$ cat src/rtl/bch_arbiter.sv
// Round-robin arbiter sharing one BCH engine between the encoder and decoder paths.
// All outputs are registered; a WAIT watchdog raises a sticky timeout if the engine never answers.
module bch_arbiter #(
  parameter int MODE_BITS    = 3,
  parameter int TIMEOUT_BITS = 16
) (
  input  logic                 I_clk,
  input  logic                 I_rst,
  input  logic [1:0]           I_req,
  output logic [1:0]           O_gnt,
  output logic                 O_bch_start,
  output logic [MODE_BITS-1:0] O_bch_mode,
  input  logic                 I_bch_ready,
  output logic [1:0]           O_done,
  output logic                 O_busy,
  output logic                 O_timeout,
  input  logic                 I_clr
);

  typedef enum logic [1:0] {ST_IDLE, ST_WAIT, ST_DONE} state_t;

  localparam logic [MODE_BITS-1:0] MODE_ENC = MODE_BITS'(1);
  localparam logic [MODE_BITS-1:0] MODE_DEC = MODE_BITS'(2);

  state_t                  state_q, state_d;
  logic [1:0]              gnt_q, gnt_d;
  logic                    start_q, start_d;
  logic [MODE_BITS-1:0]    mode_q, mode_d;
  logic [1:0]              done_q, done_d;
  logic                    busy_q, busy_d;
  logic                    timeout_q, timeout_d;
  logic                    last_q, last_d;
  logic [TIMEOUT_BITS-1:0] cnt_q, cnt_d;
  logic                    win_idx;

  // With both requesting, the index that was not served last wins.
  assign win_idx = (I_req == 2'b11) ? ~last_q : I_req[1];

  always_comb begin
    state_d   = state_q;
    gnt_d     = gnt_q;
    start_d   = 1'b0;
    mode_d    = mode_q;
    done_d    = 2'b00;
    busy_d    = busy_q;
    timeout_d = timeout_q & ~I_clr;
    last_d    = last_q;
    cnt_d     = cnt_q;
    case (state_q)
      ST_IDLE: begin
        gnt_d  = 2'b00;
        mode_d = '0;
        busy_d = 1'b0;
        if (I_req != 2'b00) begin
          gnt_d   = win_idx ? 2'b10 : 2'b01;
          mode_d  = win_idx ? MODE_DEC : MODE_ENC;
          start_d = 1'b1;
          busy_d  = 1'b1;
          cnt_d   = '0;
          state_d = ST_WAIT;
        end
      end
      ST_WAIT: begin
        // Ready takes precedence over an expiring watchdog in the same cycle.
        if (I_bch_ready) begin
          done_d  = gnt_q;
          gnt_d   = 2'b00;
          mode_d  = '0;
          last_d  = gnt_q[1];
          state_d = ST_DONE;
        end else if (&cnt_q) begin
          timeout_d = 1'b1;
          gnt_d     = 2'b00;
          mode_d    = '0;
          last_d    = gnt_q[1];
          state_d   = ST_DONE;
        end else begin
          cnt_d = cnt_q + TIMEOUT_BITS'(1);
        end
      end
      ST_DONE: begin
        busy_d  = 1'b0;
        state_d = ST_IDLE;
      end
      default: state_d = ST_IDLE;
    endcase
  end

  always_ff @(posedge I_clk or posedge I_rst) begin
    if (I_rst) begin
      state_q   <= ST_IDLE;
      gnt_q     <= 2'b00;
      start_q   <= 1'b0;
      mode_q    <= '0;
      done_q    <= 2'b00;
      busy_q    <= 1'b0;
      timeout_q <= 1'b0;
      last_q    <= 1'b1;
      cnt_q     <= '0;
    end else begin
      state_q   <= state_d;
      gnt_q     <= gnt_d;
      start_q   <= start_d;
      mode_q    <= mode_d;
      done_q    <= done_d;
      busy_q    <= busy_d;
      timeout_q <= timeout_d;
      last_q    <= last_d;
      cnt_q     <= cnt_d;
    end
  end

  assign O_gnt       = gnt_q;
  assign O_bch_start = start_q;
  assign O_bch_mode  = mode_q;
  assign O_done      = done_q;
  assign O_busy      = busy_q;
  assign O_timeout   = timeout_q;

endmodule
$ cat config.mk
export PLATFORM = sky130hd
export DESIGN_NAME = bch_arbiter
export DESIGN_NICKNAME = d
export VERILOG_FILES = /design/src/rtl/bch_arbiter.sv
export SDC_FILE = /design/constraint.sdc
export NUM_CORES = 1
export LEC_CHECK = 0
export CAP_MARGIN = 20
export CORE_MARGIN = 2
export CORE_UTILIZATION = 50
export CTS_BUF_LIST = sky130_fd_sc_hd__clkbuf_4 sky130_fd_sc_hd__clkbuf_8
export DETAILED_ROUTE_END_ITERATION = 8
export GPL_ROUTABILITY_DRIVEN = 0
export GPL_TIMING_DRIVEN = 0
export HOLD_SLACK_MARGIN = 0.03
export PLACE_DENSITY = 0.76
export SLEW_MARGIN = 20
export SYNTH_ARGS = -nofsm -noshare
export SYNTH_HDL_FRONTEND = slang
export SYNTH_SLANG_ARGS = --single-unit
$ cat constraint.sdc
create_clock -name I_clk -period 1.8 [get_ports I_clk]
set_clock_uncertainty 0.1 [all_clocks]
set_input_delay 0.18 -clock I_clk [delete_from_list [all_inputs] [get_ports I_clk]]
set_output_delay 0.18 -clock I_clk [all_outputs]
set_load 0.05 [all_outputs]
==> results.yml, run 1 <==
synthesis:
  ys_warn_count: 0
  yosys_register_bits: 26
  yosys_most_used_dff: "sky130_fd_sc_hd__dfrtp_1"
  synth-seq-area-share_pct: 49.9
  synthesis.area_um2: 1310
  synth_cells: 141
  synth.distinct_cells: 37
  synth_async_sr_flop_share_pct: 100
  mappedNetlistNets: 148
  synth-edff-count: 0
  postSynthAreaPerCell_um2: 9.27
clock_tree:
  clock_sink_count: 26
  cts_tree: "built"
  clkSlewWorstSetupHoldPaths_ps: 150
  tritoncts_buffers: 3
  cts_max_level: 1
  clock_latency_of_the_later_clocked_register_in_the_worst_skew_pair_ps: 320
  cts-root-buf: "sky130_fd_sc_hd__clkbuf_4"
  clock_tree_buffer_depth: 2
  cts_hold_repair.buffers: 0
power:
  leakage_nw: 0.924
  p_clk_share_pct: 17.7
  vdd_drop_max_v: 0.00104
  power_switching_share_pct: 41.4
  power.density_cell_area_nw_per_um2: 1180
  sequentialPowerShare_pct: 33.0
  totalPowerFinal_mw: 2.30
  share_comb_of_total_power_pct: 49.3
  power_switching_mw: 0.951
  internal_power_mw: 1.35
sta:
  grt_setup_unrepaired: "true"
  worst_hold_slack_ps: 0.754
  slew_headroom_pct: 65.3
  report.final.hold_viol_count: 0
  maximum_clock_frequency_ghz: 0.541
  setup-tns-final_ps: -156
  layout_min_cycle_time_ps: 1850
  drv_slew: 0
  finalCritPeriodShare_pct: 103
  post-route-worst-setup-slack_ps: -49.0
  setup_violations: 5
  transition_at_the_pin_with_the_smallest_max_transition_slack_ps: 522
global_routing:
  first_global_vias: 1145
  grt_antenna_before_repair: 0
  grtUsageTotal_pct: 24.4
  overflow: 0
  grt_start_max_net_pins: 27
  grt_first_pass_wirelength_um: 5230
critical_path:
  start_kind: "flip-flop"
  crit_slowest_cell: "sky130_fd_sc_hd__or4_4"
  critPathRequiredTime_ps: 1960
  r2r_end: "cnt_q[5]"
  cp_cell_sequence: "ha_2, and4_1, nand4_1, nand2b_4, or4_4, o221ai_2"
  r2r_start: "cnt_q[1]"
  crit_path_max_incr_delay_ps: 520
  timing.critical_path.arrival_ps: 2000
  timing_worst_setup_path_type: "flip-flop to flip-flop"
  worst-r2r-cell-count: 6
  critical_path_sink_type: "flip-flop"
  path_max_fanout: 3
  rrSetupSlack_ps: -50
min_path:
  type_of_the_worst_min_delay_path: "primary input to async pin"
route:
  wl_per_cell_um: 18.4
  postRouteWirelength_um: 3980
  dr_total_vias: 1316
  detail-route-antenna-nets: 0
  drt-vias-per-instance: 6.06
  initial_drt_pass_iterations: 4
  initial_drc_count: 63
  drt_drc_violations_left: 0
die:
  start_util_pct: 52.8
  core_area_um2: 2480
  floorplan.die.height_um: 55.1
  fp.dieW_um: 55.1
  num_io_pins: 16
  die_area_um2: 3040
  floorplan.rows: 18
final_layout:
  multi_input_comb_area_um2: 719
  drive_above_1_share_pct: 40.1
  fillerInstances: 148
  area_growth_syn_to_layout_pct: 49.2
  nets: 195
  post-route-util_pct: 78.7
  antenna_cells_inserted: 0
  register_area_um2: 659
outcome:
  run_status: "complete, but fails checks"
  failed_checks: "setup timing"
place:
  io_buffer_count: 14
  minimum_setup_slack_after_placement_ps: -262
  hpwlAfterDp_um: 2060
flow_run:
  cap_violations: 0
[how the worst max path moves through the flow]
stage	from	end
4_1_cts	cnt_q[0]	cnt_q[7]
6_report	cnt_q[1]	cnt_q[5]
3_5_place_dp	cnt_q[0]	cnt_q[11]
3_3_place_gp	cnt_q[0]	cnt_q[11]
5_1_grt	cnt_q[1]	cnt_q[14]
2_1_floorplan	cnt_q[1]	cnt_q[9]
[kinds of logic (layout without fill, tap and decap cells)]
logic type	Yosys count	after routing	synth area share (%)
multiplexers	1	1	0.861
flip-flops	26	26	49.9
adder cells (fa/ha/maj)	1	1	0.957
AND/OR/NAND/NOR	57	57	23.5
XOR/XNOR	2	2	1.34
other	1	1	0.287
AO/OA/AOI/OAI	39	39	17.4
buffers and inverters	14	60	5.74
[state kept, by name, summed over array words and instances (netlist names)]
| register | count |
|---|---|
| O_bch_mode | 2 |
| O_busy | 1 |
| last_q | 1 |
| O_done | 2 |
| state_q | 2 |
| cnt_q | 16 |
| O_bch_start | 1 |
| O_timeout | 1 |
[placed cells by master (no fill, tap or decap), types with 3 or more instances in the layout]
cell,count
sky130_fd_sc_hd__nand3_1,5
sky130_fd_sc_hd__a21oi_2,3
sky130_fd_sc_hd__nand4_1,6
sky130_fd_sc_hd__nand2_1,15
sky130_fd_sc_hd__buf_4,27
sky130_fd_sc_hd__o21ai_1,10
sky130_fd_sc_hd__dfrtp_1,19
sky130_fd_sc_hd__dfrtp_2,6
sky130_fd_sc_hd__o21ai_2,5
sky130_fd_sc_hd__buf_6,4
sky130_fd_sc_hd__o31ai_1,3
sky130_fd_sc_hd__and4_1,3
sky130_fd_sc_hd__clkbuf_4,3
sky130_fd_sc_hd__nor3_1,4
sky130_fd_sc_hd__and3_1,3
sky130_fd_sc_hd__nor2_1,6
sky130_fd_sc_hd__inv_1,5
sky130_fd_sc_hd__dlygate4sd2_1,4
sky130_fd_sc_hd__dlymetal6s2s_1,5
sky130_fd_sc_hd__clkdlybuf4s50_1,5
sky130_fd_sc_hd__o21ai_0,7
[cell type report]
type / count / share of cell area, %
buffer: 6 / 2.76
clock buffer: 3 / 1.15
clock inverter: 1 / 1.54
inverter: 7 / 1.35
multi-input combinational: 101 / 36.9
sequential: 26 / 33.8
tap: 30 / 1.92
timing repair buffer: 43 / 20.6
[power by group through the flow]
| stage | clock network, mW | registers [mW] | logic, mW |
|---|---|---|---|
| after floorplan | 0 | 0.928 | 0.423 |
| after global placement | 0 | 0.767 | 0.817 |
| after detailed placement | 0 | 0.774 | 0.840 |
| after CTS | 0.411 | 0.749 | 0.970 |
| after global routing | 0.439 | 0.772 | 1.21 |
| final | 0.408 | 0.757 | 1.13 |
[per-stage QoR]
step / instance area (µm²) / cells
after floorplan: 1320 / 141
after global placement: 1500 / 185
after detailed placement: 1500 / 185
after CTS: 1710 / 206
after global routing: 1950 / 217
final: 1950 / 217
[routing by layer]
layer  wire (µm)  vias up  part of all wire [%]  GRT usage (%)
met1        1680      619                    42           33.0
met5           0        -                     0              0
met3         336       14                   8.4           3.76
met2        1850       82                    47           39.3
met4         111        0                   2.8           8.94
li1            -      601                     -              -
[repair_timing]
item | in CTS | in global routing
resized for setup | 17 | 43
pin swaps | 7 | 10
gates cloned | 1 | 1
setup buffers | 16 | 10
setup endpoints to repair | 21 | 22
[worst max-delay path: cells and delay by family (launching register included)]
| family | cells | cell delay [ps] |
|---|---|---|
| compound gates | 1 | 70 |
| flops | 1 | 420 |
| fa+ha+maj | 1 | 200 |
| simple gates | 4 | 990 |
[Yosys cell counts (2+ instances only)]
cell,count,share of area [%]
sky130_fd_sc_hd__a21oi_1,4,1.5
sky130_fd_sc_hd__and3_1,3,1.4
sky130_fd_sc_hd__and4_1,4,2.7
sky130_fd_sc_hd__buf_4,4,2.3
sky130_fd_sc_hd__clkbuf_1,2,0.57
sky130_fd_sc_hd__dfrtp_1,25,48
sky130_fd_sc_hd__inv_1,6,1.7
sky130_fd_sc_hd__nand2_1,15,4.3
sky130_fd_sc_hd__nand2b_1,2,0.96
sky130_fd_sc_hd__nand3_1,7,2.7
sky130_fd_sc_hd__nand4_1,6,2.9
sky130_fd_sc_hd__nor2_1,8,2.3
sky130_fd_sc_hd__nor3_1,4,1.5
sky130_fd_sc_hd__o21ai_0,16,6.1
sky130_fd_sc_hd__o21ai_1,7,2.7
sky130_fd_sc_hd__o31ai_1,5,2.9
sky130_fd_sc_hd__or3_1,2,0.96
sky130_fd_sc_hd__xor2_1,2,1.3
(Power assumes the default switching activity.)
==> inputs of run 2 (changes only) <==
- CORE_MARGIN: 2 -> default
==> results.yml, run 2 (synthesized netlist as in run 1, its figures left out) <==
outcome:
  run_status: "finished clean"
power:
  vdd_drop_max_v: 0.000896
  internal_power_mw: 1.20
  p_clk_share_pct: 14.4
  share_comb_of_total_power_pct: 49.6
  totalPowerFinal_mw: 2.10
  power_switching_share_pct: 42.8
  sequentialPowerShare_pct: 36.0
  leakage_nw: 0.807
  power_switching_mw: 0.898
  power.density_cell_area_nw_per_um2: 1200
die:
  floorplan.rows: 18
  die_area_um2: 2820
  floorplan.die.height_um: 53.1
  start_util_pct: 52.8
  fp.dieW_um: 53.1
  num_io_pins: 16
  core_area_um2: 2480
final_layout:
  antenna_cells_inserted: 0
  post-route-util_pct: 70.8
  most_common_library_cell_in_the_layout_ignoring_fill_and_taps: "sky130_fd_sc_hd__dfrtp_1"
  most-common-layout-cells: "sky130_fd_sc_hd__dfrtp_1 (21), sky130_fd_sc_hd__buf_4 (19), sky130_fd_sc_hd__nand2_1 (15), sky130_fd_sc_hd__o21ai_0 (10), sky130_fd_sc_hd__o21ai_1 (8)"
  nets: 184
  drive_above_1_share_pct: 31.8
  number_of_flip_flops_under_the_largest_register_name: 16
  registers.top_by_ff_count: "cnt_q"
  fillerInstances: 182
  final-instance-count-excl-fill: 206
  area_growth_syn_to_layout_pct: 34.1
critical_path:
  start_kind: "flip-flop"
  path_delay_family: "simple AND/OR/NAND/NOR gates"
  path_common_cell: "sky130_fd_sc_hd__nand4_1"
  timing_worst_setup_path_type: "flip-flop to flip-flop"
  worst-path-buf-inv: 1
  cp_cell_sequence: "ha_2, buf_4, nand4_1, nor2_2, nand4_1, or3_1, o21ai_1"
  critPathRequiredTime_ps: 1960
  critical_path_sink_type: "flip-flop"
  crit_path_max_incr_delay_ps: 400
  path_max_fanout: 4
  timing.critical_path.arrival_ps: 1950
  crit_slowest_cell: "sky130_fd_sc_hd__dfrtp_1"
  rrSetupSlack_ps: 9
clock_tree:
  clock_tree_buffer_depth: 2
  tritoncts_buffers: 3
  cts-root-buf: "sky130_fd_sc_hd__clkbuf_4"
  cts_max_level: 1
  cts_hold_repair.buffers: 0
  clkSlewWorstSetupHoldPaths_ps: 150
  cts_tree: "built"
  clock_latency_of_the_later_clocked_register_in_the_worst_skew_pair_ps: 330
  clock_sink_count: 26
global_routing:
  grt_first_pass_wirelength_um: 5080
  grtUsageTotal_pct: 25.4
  grt_antenna_before_repair: 0
  first_global_vias: 1150
  overflow: 0
  grt_start_max_net_pins: 27
sta:
  post-route-worst-setup-slack_ps: 8.60
  setup_violations: 0
  grt_setup_unrepaired: "true"
  report.final.hold_viol_count: 0
  slew_headroom_pct: 39.5
  drv_slew: 0
  transition_at_the_pin_with_the_smallest_max_transition_slack_ps: 903
  worst_hold_slack_ps: 121
  maximum_clock_frequency_ghz: 0.558
  layout_min_cycle_time_ps: 1790
  finalCritPeriodShare_pct: 99.5
route:
  dr_total_vias: 1244
  drt_drc_violations_left: 0
  initial_drt_pass_iterations: 4
  drt-vias-per-instance: 6.04
  postRouteWirelength_um: 3340
  wl_per_cell_um: 16.2
  detail-route-antenna-nets: 0
  initial_drc_count: 43
place:
  io_buffer_count: 14
  dp_cells: 185
  hpwlAfterDp_um: 2120
  minimum_setup_slack_after_placement_ps: -254
min_path:
  type_of_the_worst_min_delay_path: "primary input to async pin"
flow_run:
  cap_violations: 0
## run 2: layout make-up
cell class | count | area [µm²] | share of cell area (%)
inverters | 7 | 26.3 | 1.50
flip-flops and latches | 26 | 657 | 37.5
multi-input cells | 101 | 654 | 37.3
clock buffers | 4 | 36.3 | 2.07
well taps | 30 | 37.5 | 2.14
repair buffers | 32 | 288 | 16.4
plain buffers | 6 | 53.8 | 3.07
## run 2: metrics by stage
| step | cell area [µm²] | TNS [ps] |
|---|---|---|
| 6_report | 1750 | 0 |
| 5_1_grt | 1750 | -197 |
| 4_1_cts | 1650 | -3.73 |
| 3_5_place_dp | 1500 | -2940 |
| 3_3_place_gp | 1500 | -1890 |
| 2_1_floorplan | 1320 | -6.04 |
## run 2: final timing paths
path / startpoint / endpoint / cells after the start
max in group asynchronous: I_rst / cnt_q[7] / 2
worst min register to register: O_busy / O_busy / 2
worst max-delay path: cnt_q[1] / cnt_q[14] / 7
worst min-delay path: I_rst / cnt_q[1] / 2
min in group I_clk: I_clr / O_timeout / 2
worst max register to register: cnt_q[1] / cnt_q[14] / 7
## run 2: layer usage
layer / track usage (%) / wire length, µm / vias up
li1: - / - / 578
met1: 30.3 / 1380 / 609
met2: 44.1 / 1740 / 52
met3: 3.45 / 185 / 5
met4: 13.2 / 34 / 0
met5: 0 / 0 / -
## run 2: repair_timing
item,4_1_cts,5_1_grt
setup buffers,9,8
pin swaps,9,9
gates resized for setup,20,23
endpoints found under the setup margin,22,21
gates cloned,1,0
## run 2: power groups by stage
stage / Clock (mW) / Sequential, mW / Combinational, mW
floorplan: 0 / 0.928 / 0.423
global placement: 0 / 0.766 / 0.817
detailed placement: 0 / 0.781 / 0.837
CTS: 0.301 / 0.756 / 0.967
global route: 0.329 / 0.766 / 1.10
finish: 0.303 / 0.756 / 1.04
